<file path="src/rtl/imm_pkg.sv">
// Shared types for the immediate generator: format select, entry layout, sign-extension helper.
// Latency: none (declarations only).
// Backpressure: not applicable.
package imm_pkg;

    localparam int INSTR_WIDTH   = 32;
    // Entries are stored at the widest legal output width; narrower builds use the low bits.
    localparam int IMM_MAX_WIDTH = 64;

    typedef enum logic [2:0] {
        IMM_I = 3'd0,
        IMM_S = 3'd1,
        IMM_B = 3'd2,
        IMM_U = 3'd3,
        IMM_J = 3'd4
    } imm_src_t;

    typedef struct packed {
        logic [IMM_MAX_WIDTH-1:0] imm;
        logic                     err;
    } imm_entry_t;

    // Sign-extend a 32-bit immediate from bit 31 up to the widest output width.
    function automatic logic [IMM_MAX_WIDTH-1:0] sext_imm(input logic [INSTR_WIDTH-1:0] v);
        return {{(IMM_MAX_WIDTH-INSTR_WIDTH){v[INSTR_WIDTH-1]}}, v};
    endfunction

endpackage

</file>
<file path="src/rtl/imm_decode.sv">
// Combinational RISC-V immediate decode (I/S/B/U/J) with illegal-format flag.
// Latency: 0 cycles (pure combinational).
// Backpressure: none; caller decides when the result is captured.
module imm_decode
    import imm_pkg::*;
(
    input  logic [INSTR_WIDTH-1:0] instr,
    input  logic [2:0]             imm_src,
    output imm_entry_t             entry
);

    logic [INSTR_WIDTH-1:0] imm32;
    logic                   err;

    // Assemble the 32-bit immediate for the selected format; unknown formats give zero plus err.
    always_comb begin
        imm32 = '0;
        err   = 1'b0;
        case (imm_src)
            IMM_I:   imm32 = {{20{instr[31]}}, instr[31:20]};
            IMM_S:   imm32 = {{20{instr[31]}}, instr[31:25], instr[11:7]};
            IMM_B:   imm32 = {{19{instr[31]}}, instr[31], instr[7], instr[30:25], instr[11:8], 1'b0};
            IMM_U:   imm32 = {instr[31:12], 12'b0};
            IMM_J:   imm32 = {{11{instr[31]}}, instr[31], instr[19:12], instr[20], instr[30:21], 1'b0};
            default: begin
                imm32 = '0;
                err   = 1'b1;
            end
        endcase
    end

    assign entry.imm = sext_imm(imm32);
    assign entry.err = err;

endmodule

</file>
<file path="src/rtl/imm_gen_pipe.sv">
// Pipelined immediate generator: decode into main register M, with one-entry skid register K.
// Latency: 1 cycle from input transfer to out_valid when M is empty or draining.
// Backpressure: in_ready is registered (= K empty next cycle); no entry is dropped under out_ready=0.
module imm_gen_pipe
    import imm_pkg::*;
#(
    parameter int DATA_WIDTH = 32,
    parameter int CNT_WIDTH  = 16
) (
    input  logic                   clk,
    input  logic                   rst_n,
    input  logic                   in_valid,
    output logic                   in_ready,
    input  logic [INSTR_WIDTH-1:0] instr,
    input  logic [2:0]             imm_src,
    output logic                   out_valid,
    input  logic                   out_ready,
    output logic [DATA_WIDTH-1:0]  imm_op,
    output logic                   imm_err,
    output logic [CNT_WIDTH-1:0]   xfer_count
);

    imm_entry_t           dec_entry;
    imm_entry_t           m_q, m_d;
    imm_entry_t           k_q, k_d;
    logic                 m_vld, m_vld_d;
    logic                 k_vld, k_vld_d;
    logic                 in_rdy_q;
    logic                 in_xfer;
    logic                 out_xfer;
    logic [CNT_WIDTH-1:0] cnt_q;

    imm_decode u_decode (
        .instr   (instr),
        .imm_src (imm_src),
        .entry   (dec_entry)
    );

    assign in_xfer  = in_valid && in_rdy_q;
    assign out_xfer = m_vld && out_ready;

    // Skid next-state: refill M from K first, otherwise from the decoder; park in K only when M is stuck.
    always_comb begin
        m_d     = m_q;
        k_d     = k_q;
        m_vld_d = m_vld;
        k_vld_d = k_vld;
        if (out_xfer) begin
            if (k_vld) begin
                // in_ready is low whenever K is full, so no input can collide here.
                m_d     = k_q;
                k_vld_d = 1'b0;
            end else if (in_xfer) begin
                m_d = dec_entry;
            end else begin
                m_vld_d = 1'b0;
            end
        end else if (in_xfer) begin
            if (m_vld) begin
                k_d     = dec_entry;
                k_vld_d = 1'b1;
            end else begin
                m_d     = dec_entry;
                m_vld_d = 1'b1;
            end
        end
    end

    // State registers; reset empties both entries and holds in_ready low until the first edge.
    always_ff @(posedge clk or negedge rst_n) begin
        if (!rst_n) begin
            m_q      <= '0;
            k_q      <= '0;
            m_vld    <= 1'b0;
            k_vld    <= 1'b0;
            in_rdy_q <= 1'b0;
        end else begin
            m_q      <= m_d;
            k_q      <= k_d;
            m_vld    <= m_vld_d;
            k_vld    <= k_vld_d;
            in_rdy_q <= !k_vld_d;
        end
    end

    // Completed output transfers, wrapping naturally at the counter width.
    always_ff @(posedge clk or negedge rst_n) begin
        if (!rst_n) begin
            cnt_q <= '0;
        end else if (out_xfer) begin
            cnt_q <= cnt_q + CNT_WIDTH'(1);
        end
    end

    assign in_ready   = in_rdy_q;
    assign out_valid  = m_vld;
    assign imm_op     = m_q.imm[DATA_WIDTH-1:0];
    assign imm_err    = m_q.err;
    assign xfer_count = cnt_q;

    // Narrow builds leave the upper stored bits unread; they only ever carry sign copies.
    if (DATA_WIDTH < IMM_MAX_WIDTH) begin : g_narrow
        logic unused_hi;
        assign unused_hi = ^{m_q.imm[IMM_MAX_WIDTH-1:DATA_WIDTH], k_q.imm[IMM_MAX_WIDTH-1:DATA_WIDTH]};
    end

endmodule

</file>
<file path="config.mk">
export PLATFORM = sky130hd
export DESIGN_NAME = imm_gen_pipe
export DESIGN_NICKNAME = d
export VERILOG_FILES = /design/src/rtl/imm_pkg.sv /design/src/rtl/imm_decode.sv /design/src/rtl/imm_gen_pipe.sv
export SDC_FILE = /design/constraint.sdc
export NUM_CORES = 1
export LEC_CHECK = 0
export ABC_AREA = 1
export BUFFER_PORTS_ARGS = -buffer_cell sky130_fd_sc_hd__buf_2
export CAP_MARGIN = 20
export CORE_MARGIN = 8
export CORE_UTILIZATION = 38
export DETAILED_ROUTE_END_ITERATION = 8
export PLACE_DENSITY_LB_ADDON = 0.05
export SLEW_MARGIN = 5
export SYNTH_ARGS = -nofsm -noshare
export SYNTH_HDL_FRONTEND = slang
export SYNTH_HIERARCHICAL = 1
export SYNTH_SLANG_ARGS = --single-unit
</file>
<file path="constraint.sdc">
create_clock -name clk -period 3.2 [get_ports clk]
set_clock_uncertainty 0.2 [all_clocks]
set_input_delay 0.48 -clock clk [delete_from_list [all_inputs] [get_ports clk]]
set_output_delay 0.48 -clock clk [all_outputs]
set_load 0.02 [all_outputs]
</file>
==> flow_metrics.tcl <==
set metrics [dict create \
    final_max_slew_viol_count 0 \
    num_antenna_cells 0 \
    num_rows 39 \
    die_w_um 123 \
    ant_nets 0 \
    final_cells 783 \
    num_vias 3698 \
    layout.nets 675 \
    syn_area_um2 4330 \
    cp.arrival_ns 2.19 \
    slowest_delay_ns 0.43 \
    timing.final.ws_setup_ns 1.06 \
    nFillCells 1148 \
    h-tree-depth 3 \
    post-place-ws_ns 0.838 \
    r2r_slack_ns 1.06 \
    die-area_um2 15100 \
    first_global_vias 3538 \
    ios 90 \
    cts_buffers 9 \
    vias_per_cell 4.72 \
    gp_congestion 0.841 \
    clockBufferDepth 2 \
    outcome "complete, no violations" \
    critPathLaunchType "flip-flop" \
    hold_ws_ns 0.305 \
    final_layout_size_suffix_gt1_share_pct 19.4 \
    fin_crit_ns 2.14 \
    io_buffer_count 82 \
    max-cap-violations 0 \
    cellPowerDensity_nw_per_um2 896 \
    clkSinkCount 85 \
    tns_ns 0 \
    syn-instance-count 563 \
    floorplan.initialDensity_pct 38.5 \
    cp_cell_sequence "nand2_2 -> inv_4 -> nand2_4 -> a21oi_4 -> buf_4 -> nor2_1 -> a21oi_1" \
    clkTransAtPathRegs_ns 0.06 \
    area_delta_synth_final_pct 18.4 \
    min_delay_worst_endpoint "out_valid" \
    grt_max_degree 67 \
    drc 0 \
    setup_viol 0 \
    whs_path_depth 3 \
    critPathKind "flip-flop to flip-flop" \
    path_buf_inv 2 \
    finalCritPeriodShare_pct 66.8 \
    cts_root_buf "clkbuf_16" \
    dp.cells 766 \
    grt_pass1_wl_um 17500 \
    cellLeakagePower_nw 2.72 \
    synth_fp_nets 603 \
    hold_violations 0 \
    relSlewSlack_pct 56.4 \
    worstSetupEndpointType "flip-flop" \
    track_usage_pct 14.9 \
    avgSynthCellArea_um2 7.70 \
    min_from "in_valid" \
    post_drt_wl_per_cell_um 13.4 \
    reg2reg_to "imm_op[3]" \
    yosysWarnings 6 \
    antenna_found_initial 0 \
    first_pass_iters 4 \
    hold_path.class "primary input to flip-flop" \
    cp_max_fo 44 \
    die_h_um 123 \
    clkLatencyLatePin_ns 0.34 \
    timing.rr.start "out_valid" \
    initialDrtViolationCount 171 \
    path_delay_family "buffers and inverters" \
    ctsResizeCount 0 \
    required_ns 3.26 \
    vdd_drop_max_uv 468 \
    grt_remaining_overflow 0 \
    reg2reg_depth 7 \
    dpl.hpwl_um 7540 \
    wl_um 10500 \
    coreArea_um2 11300 \
    tightestPinTransition_ns 0.653 \
    max_freq_ghz 0.468 \
    rsz0062_at_grt "false" \
    cts_tree "built" \
    cp_slowest_cell "buf_4" \
]
where the power goes:
| part | leakage [nW] | internal (mW) | switching [mW] |
|---|---|---|---|
| Sequential | 0.976 | 1.55 | 0.220 |
| Combinational | 1.59 | 0.566 | 1.13 |
| Clock | 0.154 | 0.708 | 0.422 |
layout make-up:
| cell class | instances | area (um2) | share of cell area (%) |
|---|---|---|---|
| well taps | 143 | 179 | 3.49 |
| multi-input cells | 381 | 1780 | 34.6 |
| repair buffers | 89 | 468 | 9.12 |
| clock inverters | 3 | 68.8 | 1.34 |
| clock buffers | 13 | 250 | 4.88 |
| flip-flops and latches | 85 | 2130 | 41.5 |
| inverters | 69 | 262 | 5.10 |
how the worst max path moves through the flow:
stage,from,to,slack [ns],depth (start not counted)
floorplan,imm_src[1],imm_op[22],1.53,9
global placement,out_ready,imm_op[26],0.88,8
detailed placement,out_ready,imm_op[2],0.84,8
CTS,out_valid,imm_op[3],1.02,7
global route,out_valid,imm_op[8],0.85,7
finish,out_valid,imm_op[3],1.06,7
metrics by stage:
stage               utilization [%]  total power [mW]  instance area [um2]
finish                         45.5              4.60                 5130
global route                   45.5              4.96                 5130
CTS                            45.5              4.67                 5130
detailed placement             42.6              3.52                 4800
global placement               42.6              3.47                 4800
floorplan                         -              3.01                 4330
layout by cell type (no fill, tap or decap):
| cell | instances |
|---|---|
| bufinv_16 | 2 |
| inv_1 | 65 |
| nor2_1 | 124 |
| nand3_2 | 1 |
| nand2_2 | 4 |
| xor2_1 | 8 |
| nand2_4 | 1 |
| o22ai_1 | 1 |
| nand2_1 | 92 |
| inv_2 | 3 |
| dfrtp_1 | 85 |
| clkbuf_1 | 3 |
| a21oi_2 | 7 |
| buf_2 | 81 |
| a21oi_1 | 92 |
| buf_4 | 7 |
| nand3b_1 | 1 |
| nor3_1 | 4 |
| clkbuf_8 | 1 |
| nor2_4 | 2 |
| o21ai_0 | 1 |
| xnor2_1 | 2 |
| a21oi_4 | 1 |
| inv_4 | 1 |
| nand4_1 | 16 |
| clkinv_4 | 1 |
| nor2_2 | 3 |
| ha_1 | 1 |
| dlygate4sd3_1 | 1 |
| clkbuf_16 | 9 |
| nand3_1 | 20 |
worst register-to-register path: stages, from the launching register on:
cell     delay (ns)
dfrtp_1        0.40
nand2_2        0.17
inv_4          0.13
nand2_4        0.26
a21oi_4        0.22
buf_4          0.43
nor2_1         0.10
a21oi_1        0.15
metal layers:
layer / routed length, um / GRT usage (%) / part of all wire (%)
met1: 5020 / 19.7 / 48
met2: 4480 / 21.6 / 43
met5: 0 / 0 / 0
met4: 247 / 7.84 / 2.4
met3: 706 / 4.42 / 6.8
timing repair:
action / in CTS / in global routing
hold buffers: 1 / 0
buffers inserted: 0 / 0
hold endpoints to repair: 43 / 0
state kept, by name, indices dropped and copies added (netlist names):
register	cells
imm_op	32
in_ready	1
k_vld	1
imm_err	1
out_valid	1
k_q	33
xfer_count	16
Note: power is estimated with default switching activity, not from simulation.
